[src/rtl/membus_lsu_initiator_pkg.sv]
// -----------------------------------------------------------------------------
// membus_lsu_initiator_pkg
//   Shared execution-environment definitions for the Membus load/store path:
//   architectural widths, the access-size enum and the alignment rule.
//   No ports (package).
// -----------------------------------------------------------------------------
package membus_lsu_initiator_pkg;

    localparam int XLEN              = 64;
    localparam int MEMBUS_DATA_WIDTH = 64;
    localparam int MEMBUS_MASK_WIDTH = MEMBUS_DATA_WIDTH / 8;

    typedef logic [XLEN-1:0] Addr;
    typedef logic [63:0]     UInt64;

    typedef enum logic [1:0] {
        B = 2'd0,
        H = 2'd1,
        W = 2'd2,
        D = 2'd3
    } MemSize;

    // An access is aligned when its byte offset inside the doubleword is a
    // multiple of its own size.
    function automatic logic is_aligned(MemSize size, logic [2:0] ofs);
        case (size)
            B:       return 1'b1;
            H:       return ofs[0] == 1'b0;
            W:       return ofs[1:0] == 2'b00;
            default: return ofs == 3'b000;
        endcase
    endfunction

endpackage

[src/rtl/membus_lsu_initiator_if.sv]
// -----------------------------------------------------------------------------
// membus_lsu_initiator_if
//   Membus request/response bundle.
//   valid/ready : request handshake (master -> slave / slave -> master)
//   addr        : full byte address
//   wen         : 1 = write
//   wdata/wmask : doubleword-aligned write lane and byte enables
//   rvalid      : response strobe (loads and stores)
//   rdata       : doubleword-aligned read lane
// -----------------------------------------------------------------------------
interface membus_lsu_initiator_if
    import membus_lsu_initiator_pkg::*;
#(
    parameter int ADDR_WIDTH = XLEN,
    parameter int DATA_WIDTH = MEMBUS_DATA_WIDTH
);
    logic                    valid;
    logic                    ready;
    logic [ADDR_WIDTH-1:0]   addr;
    logic                    wen;
    logic [DATA_WIDTH-1:0]   wdata;
    logic [DATA_WIDTH/8-1:0] wmask;
    logic                    rvalid;
    logic [DATA_WIDTH-1:0]   rdata;

    modport master (
        output valid, addr, wen, wdata, wmask,
        input  ready, rvalid, rdata
    );

    modport slave (
        input  valid, addr, wen, wdata, wmask,
        output ready, rvalid, rdata
    );
endinterface

[src/rtl/membus_lsu_initiator_lane_align.sv]
// -----------------------------------------------------------------------------
// membus_lsu_initiator_lane_align  (combinational)
//   Request side : alignment check, store data shift and byte-mask generation.
//   Load side    : shift the returned lane down and sign/zero extend.
//   rq_size_i/rq_ofs_i/rq_wdata_i  -> rq_misaligned_o, rq_wdata_o, rq_wmask_o
//   ld_size_i/ld_ofs_i/ld_unsigned_i/ld_rdata_i -> ld_data_o
// -----------------------------------------------------------------------------
module membus_lsu_initiator_lane_align
    import membus_lsu_initiator_pkg::*;
#(
    parameter int DATA_WIDTH = MEMBUS_DATA_WIDTH
) (
    input  MemSize                  rq_size_i,
    input  logic [2:0]              rq_ofs_i,
    input  logic [DATA_WIDTH-1:0]   rq_wdata_i,
    output logic                    rq_misaligned_o,
    output logic [DATA_WIDTH-1:0]   rq_wdata_o,
    output logic [DATA_WIDTH/8-1:0] rq_wmask_o,

    input  MemSize                  ld_size_i,
    input  logic [2:0]              ld_ofs_i,
    input  logic                    ld_unsigned_i,
    input  logic [DATA_WIDTH-1:0]   ld_rdata_i,
    output logic [DATA_WIDTH-1:0]   ld_data_o
);
    localparam int MASK_W = DATA_WIDTH / 8;

    logic [MASK_W-1:0]     mask_base;
    logic [DATA_WIDTH-1:0] ld_shifted;
    logic                  sgn;

    // NOTE: every signal written in an always_comb gets a value on every path
    // (default first), otherwise synthesis infers a latch.
    always_comb begin
        mask_base = MASK_W'(8'hFF);
        case (rq_size_i)
            B:       mask_base = MASK_W'(8'h01);
            H:       mask_base = MASK_W'(8'h03);
            W:       mask_base = MASK_W'(8'h0F);
            default: mask_base = MASK_W'(8'hFF);
        endcase
    end

    assign rq_misaligned_o = !is_aligned(rq_size_i, rq_ofs_i);
    assign rq_wdata_o      = rq_wdata_i << {rq_ofs_i, 3'b000};
    assign rq_wmask_o      = mask_base << rq_ofs_i;

    assign ld_shifted = ld_rdata_i >> {ld_ofs_i, 3'b000};

    always_comb begin
        sgn       = 1'b0;
        ld_data_o = ld_shifted;
        case (ld_size_i)
            B: begin
                sgn       = !ld_unsigned_i && ld_shifted[7];
                ld_data_o = {{(DATA_WIDTH-8){sgn}}, ld_shifted[7:0]};
            end
            H: begin
                sgn       = !ld_unsigned_i && ld_shifted[15];
                ld_data_o = {{(DATA_WIDTH-16){sgn}}, ld_shifted[15:0]};
            end
            W: begin
                sgn       = !ld_unsigned_i && ld_shifted[31];
                ld_data_o = {{(DATA_WIDTH-32){sgn}}, ld_shifted[31:0]};
            end
            default: ld_data_o = ld_shifted;
        endcase
    end
endmodule

[src/rtl/membus_lsu_initiator.sv]
// -----------------------------------------------------------------------------
// membus_lsu_initiator
//   Membus master for the load/store stage. One request at a time; misaligned
//   requests are rejected with a misalign pulse and never reach the bus.
//   clk, rst                      : clock, synchronous active-high reset
//   req_valid/req_ready           : request handshake (ready only when idle)
//   req_wen/size/unsigned/addr/wdata : request attributes
//   resp_valid/resp_rdata         : completion pulse and extended load data
//   misalign                      : rejection pulse
//   membus                        : Membus master port
// -----------------------------------------------------------------------------
module membus_lsu_initiator
    import membus_lsu_initiator_pkg::*;
#(
    parameter int ADDR_WIDTH = XLEN,
    parameter int DATA_WIDTH = MEMBUS_DATA_WIDTH
) (
    input  logic                  clk,
    input  logic                  rst,
    input  logic                  req_valid,
    output logic                  req_ready,
    input  logic                  req_wen,
    input  MemSize                req_size,
    input  logic                  req_unsigned,
    input  logic [ADDR_WIDTH-1:0] req_addr,
    input  logic [DATA_WIDTH-1:0] req_wdata,
    output logic                  resp_valid,
    output logic [DATA_WIDTH-1:0] resp_rdata,
    output logic                  misalign,
    membus_lsu_initiator_if.master membus
);
    typedef enum logic [1:0] {IDLE, WAIT_READY, WAIT_RVALID} state_e;

    state_e                  state_q, state_d;
    logic [ADDR_WIDTH-1:0]   addr_q, addr_d;
    logic                    wen_q, wen_d;
    MemSize                  size_q, size_d;
    logic                    unsigned_q, unsigned_d;
    logic [DATA_WIDTH-1:0]   wdata_q, wdata_d;
    logic [DATA_WIDTH/8-1:0] wmask_q, wmask_d;
    logic                    resp_valid_q, resp_valid_d;
    logic [DATA_WIDTH-1:0]   resp_rdata_q, resp_rdata_d;
    logic                    misalign_q, misalign_d;

    logic                    rq_misaligned;
    logic [DATA_WIDTH-1:0]   rq_wdata;
    logic [DATA_WIDTH/8-1:0] rq_wmask;
    logic [DATA_WIDTH-1:0]   ld_data;

    // Request side works on the incoming request so the shifted lane can be
    // latched directly; load side works on the latched request.
    membus_lsu_initiator_lane_align #(.DATA_WIDTH(DATA_WIDTH)) u_lane_align (
        .rq_size_i       (req_size),
        .rq_ofs_i        (req_addr[2:0]),
        .rq_wdata_i      (req_wdata),
        .rq_misaligned_o (rq_misaligned),
        .rq_wdata_o      (rq_wdata),
        .rq_wmask_o      (rq_wmask),
        .ld_size_i       (size_q),
        .ld_ofs_i        (addr_q[2:0]),
        .ld_unsigned_i   (unsigned_q),
        .ld_rdata_i      (membus.rdata),
        .ld_data_o       (ld_data)
    );

    always_comb begin
        state_d      = state_q;
        addr_d       = addr_q;
        wen_d        = wen_q;
        size_d       = size_q;
        unsigned_d   = unsigned_q;
        wdata_d      = wdata_q;
        wmask_d      = wmask_q;
        resp_valid_d = 1'b0;
        resp_rdata_d = resp_rdata_q;
        misalign_d   = 1'b0;

        case (state_q)
            IDLE: begin
                if (req_valid) begin
                    if (rq_misaligned) begin
                        misalign_d = 1'b1;
                    end else begin
                        addr_d     = req_addr;
                        wen_d      = req_wen;
                        size_d     = req_size;
                        unsigned_d = req_unsigned;
                        wdata_d    = rq_wdata;
                        wmask_d    = rq_wmask;
                        state_d    = WAIT_READY;
                    end
                end
            end
            WAIT_READY: begin
                if (membus.ready) state_d = WAIT_RVALID;
            end
            WAIT_RVALID: begin
                if (membus.rvalid) begin
                    resp_valid_d = 1'b1;
                    resp_rdata_d = wen_q ? '0 : ld_data;
                    state_d      = IDLE;
                end
            end
            default: state_d = IDLE;
        endcase
    end

    // NOTE: state registers use non-blocking assignments so every flop samples
    // the pre-edge value of its inputs regardless of statement order.
    always_ff @(posedge clk) begin
        if (rst) begin
            state_q      <= IDLE;
            addr_q       <= '0;
            wen_q        <= 1'b0;
            size_q       <= B;
            unsigned_q   <= 1'b0;
            wdata_q      <= '0;
            wmask_q      <= '0;
            resp_valid_q <= 1'b0;
            resp_rdata_q <= '0;
            misalign_q   <= 1'b0;
        end else begin
            state_q      <= state_d;
            addr_q       <= addr_d;
            wen_q        <= wen_d;
            size_q       <= size_d;
            unsigned_q   <= unsigned_d;
            wdata_q      <= wdata_d;
            wmask_q      <= wmask_d;
            resp_valid_q <= resp_valid_d;
            resp_rdata_q <= resp_rdata_d;
            misalign_q   <= misalign_d;
        end
    end

    assign req_ready    = (state_q == IDLE);
    assign resp_valid   = resp_valid_q;
    assign resp_rdata   = resp_rdata_q;
    assign misalign     = misalign_q;

    assign membus.valid = (state_q == WAIT_READY);
    assign membus.addr  = addr_q;
    assign membus.wen   = wen_q;
    assign membus.wdata = wdata_q;
    assign membus.wmask = wmask_q;
endmodule

[src/flat_wrapper.sv]
// flat-port wrapper written by rule: the top's interface ports become plain ports
module membus_lsu_initiator_flat import membus_lsu_initiator_pkg::*;
#(
    parameter int ADDR_WIDTH = XLEN,
    parameter int DATA_WIDTH = MEMBUS_DATA_WIDTH
)
  (clk, rst, req_valid, req_ready, req_wen, req_size, req_unsigned, req_addr, req_wdata, resp_valid, resp_rdata, misalign, membus_valid, membus_addr, membus_wen, membus_wdata, membus_wmask, membus_ready, membus_rvalid, membus_rdata);
  membus_lsu_initiator_if #(.ADDR_WIDTH(ADDR_WIDTH), .DATA_WIDTH(DATA_WIDTH)) membus_i ();
  input  logic clk;
  input  logic rst;
  input  logic req_valid;
  output logic req_ready;
  input  logic req_wen;
  input  MemSize req_size;
  input  logic req_unsigned;
  input  logic [ADDR_WIDTH-1:0] req_addr;
  input  logic [DATA_WIDTH-1:0] req_wdata;
  output logic resp_valid;
  output logic [DATA_WIDTH-1:0] resp_rdata;
  output logic misalign;
  output wire logic [$bits(membus_i.valid)-1:0] membus_valid;
  output wire logic [$bits(membus_i.addr)-1:0] membus_addr;
  output wire logic [$bits(membus_i.wen)-1:0] membus_wen;
  output wire logic [$bits(membus_i.wdata)-1:0] membus_wdata;
  output wire logic [$bits(membus_i.wmask)-1:0] membus_wmask;
  input wire logic [$bits(membus_i.ready)-1:0] membus_ready;
  input wire logic [$bits(membus_i.rvalid)-1:0] membus_rvalid;
  input wire logic [$bits(membus_i.rdata)-1:0] membus_rdata;
  assign membus_valid = membus_i.valid;
  assign membus_addr = membus_i.addr;
  assign membus_wen = membus_i.wen;
  assign membus_wdata = membus_i.wdata;
  assign membus_wmask = membus_i.wmask;
  assign membus_i.ready = membus_ready;
  assign membus_i.rvalid = membus_rvalid;
  assign membus_i.rdata = membus_rdata;
  membus_lsu_initiator #(.ADDR_WIDTH(ADDR_WIDTH), .DATA_WIDTH(DATA_WIDTH)) u_core (.clk(clk), .rst(rst), .req_valid(req_valid), .req_ready(req_ready), .req_wen(req_wen), .req_size(req_size), .req_unsigned(req_unsigned), .req_addr(req_addr), .req_wdata(req_wdata), .resp_valid(resp_valid), .resp_rdata(resp_rdata), .misalign(misalign), .membus(membus_i));
endmodule
[config.mk]
export PLATFORM = sky130hd
export DESIGN_NAME = membus_lsu_initiator_flat
export DESIGN_NICKNAME = d
export VERILOG_FILES = /design/src/rtl/membus_lsu_initiator_pkg.sv /design/src/rtl/membus_lsu_initiator_if.sv /design/src/rtl/membus_lsu_initiator_lane_align.sv /design/src/rtl/membus_lsu_initiator.sv /design/src/flat_wrapper.sv
export SDC_FILE = /design/constraint.sdc
export NUM_CORES = 1
export LEC_CHECK = 0
export BUFFER_PORTS_ARGS = -buffer_cell sky130_fd_sc_hd__buf_4
export CAP_MARGIN = 0
export CORE_AREA = 4 4 157 159
export CTS_BUF_LIST = sky130_fd_sc_hd__clkbuf_2
export DETAILED_ROUTE_END_ITERATION = 8
export DIE_AREA = 0 0 161 163
export GPL_TIMING_DRIVEN = 0
export PLACE_DENSITY = 0.73
export SLEW_MARGIN = 20
export SYNTH_ARGS = -nofsm -noshare
export SYNTH_HDL_FRONTEND = slang
export SYNTH_SLANG_ARGS = --single-unit
[constraint.sdc]
create_clock -name clk -period 3.6 [get_ports clk]
set_clock_uncertainty 0.1 [all_clocks]
set_input_delay 0.36 -clock clk [delete_from_list [all_inputs] [get_ports clk]]
set_output_delay 0.36 -clock clk [all_outputs]
set_load 0.02 [all_outputs]
==> impl_metrics.json, run 1 <==
{
  "power_density_mw_per_mm2": 349,
  "synth_edf_count": 0,
  "hold_path_class": "in -> reg",
  "post-route-min-period_ps": 3370,
  "io-pin-count": 406,
  "critical_path_peak_fanout": 10,
  "vdd.ir_drop.worst_mv": 0.276,
  "final_nets": 2092,
  "yosysSeqAreaShare": 0.392,
  "die-width_um": 161,
  "synthesis.area_per_instance_um2": 8.49,
  "critPathMaxStageDelay_ps": 580,
  "cts_buffers": 53,
  "clock.fmax_ghz": 0.297,
  "critPathLaunchType": "flip-flop",
  "postSynthCellCount": 1253,
  "detailedRoute.firstPassIterationCount": 8,
  "grt_pass1_vias": 13200,
  "synth_ff_type": "dfxtp_1",
  "area_delta_synth_final_pct": 53.8,
  "critical_path.slowest_cell": "dlygate4sd3_1",
  "cp.arrival_ps": 4050,
  "regToRegSetupSlack_ps": 230,
  "ctsResizeCount": 0,
  "worst_path_cell_trace": "buf_4 > buf_2 > buf_2 > mux2_2 > dlygate4sd3_1 > o211ai_1 > dlygate4sd3_1 > o21ai_0 > a221o_1",
  "power.static_leakage_nw": 6.96,
  "hpwl_um": 38300,
  "clkSinkCount": 208,
  "end_kind": "flip-flop",
  "synth.ff_latch_count": 208,
  "yosysWarnings": 0,
  "core_mm2": 0.0233,
  "clockBufferDepth": 3,
  "grt_first_pass_wirelength_um": 76400,
  "row_count": 56,
  "report.final.hold_viol_count": 0,
  "fraction_of_layout_cells_with_a_size_suffix_above_1": 0.316,
  "timing_max_transition_violations_final": 0,
  "avgViaCountPerCell": 5.76,
  "tritoncts": "built",
  "wirelength_um": 51300,
  "cp_num_buf_inv": 5,
  "maximum_number_of_pins_on_one_net_before_global_route_repair": 16,
  "path_delay_family": "buffers and inverters",
  "route.detailed.drc": 0,
  "wire_per_inst_um": 22.8,
  "antenna_found_initial": 1,
  "placed_cells": 1973,
  "layout.cells.non_filler": 2251,
  "synthesis.area_mm2": 0.0106,
  "final_setup_violations": 0,
  "yosys.cell_types.count": 53,
  "htreeDepth": 2,
  "gpl.final_weighted_congestion": 0.967,
  "cp_data_required_time_ps": 4280,
  "multi_input_area_mm2": 0.00593,
  "clock_edge_transition_at_the_registers_on_the_reported_setup_and_hold_paths_ps": 140,
  "grt_setup_unrepaired": "false",
  "path_class": "reg -> reg",
  "grt_remaining_overflow": 0,
  "start_util": 0.457,
  "max_slew.worst_pin.slew_ps": 1030,
  "portBuffers": 401,
  "max_cap_check_violation_count": 0,
  "antenna_left": 0,
  "postSynthNetCount": 1454,
  "status": "completed",
  "synth_async_sr_flop_share": 0,
  "dieArea_mm2": 0.0262,
  "chipHeight_um": 163,
  "worst_slew_margin_relative_to_its_limit": 0.312,
  "detailedRoute.firstIterationViolations": 1303,
  "timing.final.crit_share": 0.936,
  "num_vias": 13000,
  "fillers": 1858,
  "source_to_sink_clock_delay_at_the_later_pin_of_the_worst_skew_pair_ps": 880,
  "ff_latch_area_mm2": 0.00416,
  "fin_tns_setup_ps": 0,
  "globalRouteTotalUtil": 0.373,
  "clk_root_buffer_cell": "clkbuf_2"
}
-- per-stage QoR --
stage / worst slack, ps / area (um2) / hold slack, ps / power, W / utilization
2_1_floorplan: 1380 / 10600 / 365 / 0.00322 / -
3_3_place_gp: 864 / 14000 / 338 / 0.00384 / 0.604
3_5_place_dp: 878 / 14000 / 342 / 0.00385 / 0.604
4_1_cts: 240 / 16300 / 0.959 / 0.00567 / 0.703
5_1_grt: 75.2 / 16300 / 8.15 / 0.00593 / 0.703
6_report: 230 / 16400 / 33.0 / 0.00571 / 0.703
-- flip-flops by register name, summed over array words and instances (netlist names) --
register             cells
u_core.membus.addr      64
u_core.membus.wdata     64
u_core.resp_rdata       64
u_core.membus.wmask      8
u_core.size_q            2
u_core.state_q           2
u_core.membus.wen        1
u_core.misalign          1
u_core.resp_valid        1
u_core.unsigned_q        1
-- logic make-up (layout without fill, tap and decap cells) --
logic type      Yosys count  in the layout  share of synthesized area
simple gates            432            432                      0.170
compound gates          351            351                      0.208
flops                   208            208                      0.392
mux                     139            139                      0.180
buf+inv                 123            800                     0.0505
other cells               0              2                          0
-- per-layer routing --
layer  global-route usage  up-vias  wire [um]
li1                     -     5795          -
met1                0.417     6130      18400
met2                0.643      848      24600
met3                0.103      193       5030
met4                0.212        0       3260
met5                    0        -          0
-- worst register-to-register path: cells and delay by family (launching register included) --
family / cells / cell delay [ps]
muxes: 1 / 370
buffers and inverters: 5 / 1920
DFF: 1 / 340
AOI/OAI and AO/OA: 3 / 610
-- path summary, 6_finish.rpt --
kind                            depth (start not counted)                  start                      end
worst max-delay path                                    9  u_core.membus.addr[1]    u_core.resp_rdata[11]
worst min-delay path                                    4          req_wdata[59]  u_core.membus.wdata[59]
worst max register to register                          9  u_core.membus.addr[1]    u_core.resp_rdata[11]
worst min register to register                          2  u_core.resp_rdata[59]    u_core.resp_rdata[59]
-- cell usage after synthesis (all sizes together) (6+ instances only) --
cell | count | area, um2
a21oi | 137 | 686
a211oi | 34 | 255
nor3 | 20 | 121
buf | 49 | 259
o211ai | 7 | 52.6
a311oi | 7 | 61.3
nand3 | 11 | 55.1
dfxtp | 208 | 4160
nor2 | 113 | 432
a22oi | 29 | 218
nor2b | 10 | 62.6
inv | 7 | 26.3
clkbuf | 65 | 244
a221oi | 17 | 149
a2bb2oi | 11 | 96.3
nand2 | 248 | 931
mux2 | 36 | 405
mux4 | 38 | 856
o21ai | 69 | 345
o22ai | 7 | 43.8
a32oi | 6 | 52.6
and2 | 8 | 50.1
mux2i | 65 | 651
-- cell usage in the layout (no fill, tap or decap), types with 11 or more instances in the layout --
cell	netlist	routed
o21ai_0	28	28
nand2_1	248	248
nand3_1	11	11
nor3_1	17	17
clkbuf_2	0	74
dlygate4sd3_1	0	182
a2bb2oi_1	11	11
a22oi_1	29	29
dfxtp_1	208	208
clkbuf_1	65	65
o21ai_1	41	41
buf_2	36	36
nor2_1	112	112
mux4_2	38	38
mux2_2	36	36
a221oi_1	17	17
mux2i_1	65	65
a21oi_1	137	137
clkinv_1	2	17
a211oi_1	34	34
buf_4	8	409
-- layout make-up --
class                   count  share of cell area
well taps                 319              0.0244
plain buffers             114              0.0308
diodes                      2            0.000306
clock buffers              74              0.0227
inverters                   9             0.00207
flip-flops and latches    208               0.255
clock inverters            20             0.00681
multi-input cells         922               0.363
repair buffers            583               0.296
-- power breakdown --
group          switching, W  internal, W  total [W]
sequential        0.0000660      0.00239    0.00246
combinational      0.000846     0.000699    0.00155
clock               0.00107     0.000635    0.00170
-- timing repair --
action / CTS / global route
buffers inserted: 0 / 0
endpoints found under the hold margin: 176 / 0
setup endpoints to repair: 0 / 0
hold buffers: 182 / 0
Power figures use the tool's default switching activity.
==> inputs of run 2 (changes only) <==
--- a/config.mk
+++ b/config.mk
@@ -13,6 +13,8 @@
 export DIE_AREA = 0 0 161 163
 export GPL_TIMING_DRIVEN = 0
 export PLACE_DENSITY = 0.73
+export RECOVER_POWER = 25
+export REMOVE_ABC_BUFFERS = 1
 export SLEW_MARGIN = 20
 export SYNTH_ARGS = -nofsm -noshare
 export SYNTH_HDL_FRONTEND = slang
==> run 2 against run 1 <==
Net effect: hold slack better by 23 ps; final cell count decreased by 3.3%; routed wire length down 12%; sequential power is essentially flat; global-route usage down 4.6 points; worst setup slack got worse by 120 ps; power is 2.4% lower; combinational power decreased by 6%.
==> impl_metrics.json, run 2 (same netlist as run 1, synthesis figures left out) <==
{
  "status": "completed",
  "final_nets": 2023,
  "post-route-min-period_ps": 3500,
  "internal-power_w": 0.00372,
  "top_usage_layer": "met2",
  "max_cap_check_violation_count": 0,
  "chipHeight_um": 163,
  "fin_tns_setup_ps": 0,
  "hpwl_um": 28200,
  "p_sw_frac": 0.332,
  "antenna_found_initial": 2,
  "total_net_switching_power_w": 0.00185,
  "start_util": 0.457,
  "max_slew.worst_pin.slew_ps": 1090,
  "cts_buffers": 55,
  "core_mm2": 0.0233,
  "clock.fmax_ghz": 0.286,
  "gpl.final_weighted_congestion": 0.913,
  "mostFrequentLayoutCell": "buf_4",
  "detailedRoute.firstPassIterationCount": 6,
  "num_vias": 12400,
  "grt_first_pass_wirelength_um": 69500,
  "wire_per_inst_um": 20.7,
  "power_frac_clock": 0.296,
  "die-width_um": 161,
  "maximum_number_of_pins_on_one_net_before_global_route_repair": 94,
  "post-cts-setup-buffer-count": 0,
  "timing_max_transition_violations_final": 0,
  "report.final.hold_viol_count": 0,
  "grt_setup_unrepaired": "false",
  "clockBufferDepth": 3,
  "antenna_left": 0,
  "clock_edge_transition_at_the_registers_on_the_reported_setup_and_hold_paths_ps": 100,
  "layout_common_cells": "304 x buf_4, 247 x nand2_1, 212 x dlygate4sd3_1",
  "hold_path_class": "in -> reg",
  "fraction_of_layout_cells_with_a_size_suffix_above_1": 0.264,
  "final_setup_violations": 0,
  "io-pin-count": 406,
  "cp.arrival_ps": 4110,
  "wirelength_um": 45100,
  "tritoncts": "built",
  "gr-usage-met2": 0.563,
  "htreeDepth": 2,
  "clk_root_buffer_cell": "clkbuf_2",
  "place_area_mm2": 0.0138,
  "grt_pass1_vias": 12700,
  "pwr-share-comb": 0.262,
  "fillers": 1867,
  "globalRouteMet1Util": 0.358,
  "detailedRoute.firstIterationViolations": 1057,
  "area_delta_synth_final_pct": 50.8,
  "globalRouteMet3Util": 0.113,
  "source_to_sink_clock_delay_at_the_later_pin_of_the_worst_skew_pair_ps": 780,
  "final_instance_area_mm2": 0.0160,
  "preCtsSetupSlack_ps": 263,
  "power.static_leakage_nw": 6.53,
  "critical_path_peak_fanout": 70,
  "portBuffers": 405,
  "power_density_mw_per_mm2": 347,
  "seqPwrFrac": 0.442,
  "path_class": "in -> reg",
  "vdd.ir_drop.worst_mv": 0.289,
  "end_kind": "flip-flop",
  "clkSinkCount": 208,
  "route.detailed.drc": 0,
  "total_power_w": 0.00557,
  "worst_slew_margin_relative_to_its_limit": 0.273,
  "dieArea_mm2": 0.0262,
  "avgViaCountPerCell": 5.71,
  "cp_data_required_time_ps": 4220,
  "final_critical_path_setup_slack_ps": 105,
  "grt_remaining_overflow": 0,
  "critPathLaunchType": "primary input",
  "globalRouteTotalUtil": 0.327,
  "row_count": 56,
  "timing.final.crit_share": 0.971
}
## run 2: changes by cell type in the layout (fill, tap and decap cells not counted), sizes merged
cell | before | now
clkinv | 18 | 12
dlygate4sd3 | 182 | 212
inv | 9 | 8
clkinvlp | 1 | 0
clkbuf | 139 | 179
buf | 450 | 313
## run 2: power groups by stage
stage	Sequential [W]	Combinational (W)	Clock (W)
floorplan	0.00262	0.000520	0
global placement	0.00253	0.00120	0
detailed placement	0.00251	0.00124	0
CTS	0.00246	0.00144	0.00166
global route	0.00247	0.00155	0.00180
finish	0.00246	0.00146	0.00165
## run 2: layer usage
metal	up-vias	wire [um]	share of wire
met5	-	0	0
met4	0	2390	0.053
met3	167	4670	0.10
met2	754	22100	0.49
met1	5826	15900	0.35
li1	5676	-	-
## run 2: timing repair
item / in CTS / in global routing
endpoints found under the hold margin: 198 / 0
hold buffers: 212 / 0
resized for setup: 0 / 0
## run 2: worst paths after layout
kind	startpoint	depth (start not counted)	to	slack, ps
worst max-delay path	req_addr[1]	9	u_core.membus.addr[34]	100
worst min-delay path	req_wdata[40]	4	u_core.membus.wdata[56]	60
worst max register to register	u_core.membus.addr[2]	6	u_core.resp_rdata[25]	150
worst min register to register	u_core.resp_rdata[43]	2	u_core.resp_rdata[43]	350
## run 2: area by class of cell
| type | instances | area, um2 | area share |
|---|---|---|---|
| diodes | 2 | 5.00 | 0.000312 |
| clock buffers | 78 | 390 | 0.0244 |
| clock inverters | 12 | 71.3 | 0.00445 |
| inverters | 9 | 35.0 | 0.00219 |
| multi-input cells | 922 | 5980 | 0.373 |
| flip-flops and latches | 208 | 4170 | 0.260 |
| well taps | 319 | 399 | 0.0249 |
| repair buffers | 626 | 4980 | 0.311 |
## run 2: metrics by stage
stage / utilization / cells / hold WS, ps
final: 0.689 / 2176 / 56.2
after detailed placement: 0.594 / 1871 / 342
after global placement: 0.583 / 1863 / 338
after floorplan: - / 1139 / 329
after global routing: 0.689 / 2176 / 13.3
after CTS: 0.705 / 2173 / 0.0474
## run 2: critical path, stage by stage
cell and delay (ps):
dlygate4sd3_1 540, buf_4 350, o21a_1 330, a21oi_1 380, and3_4 790, buf_16 340, nand2_1 130, a21oi_1 180
dlygate4sd3_1 600
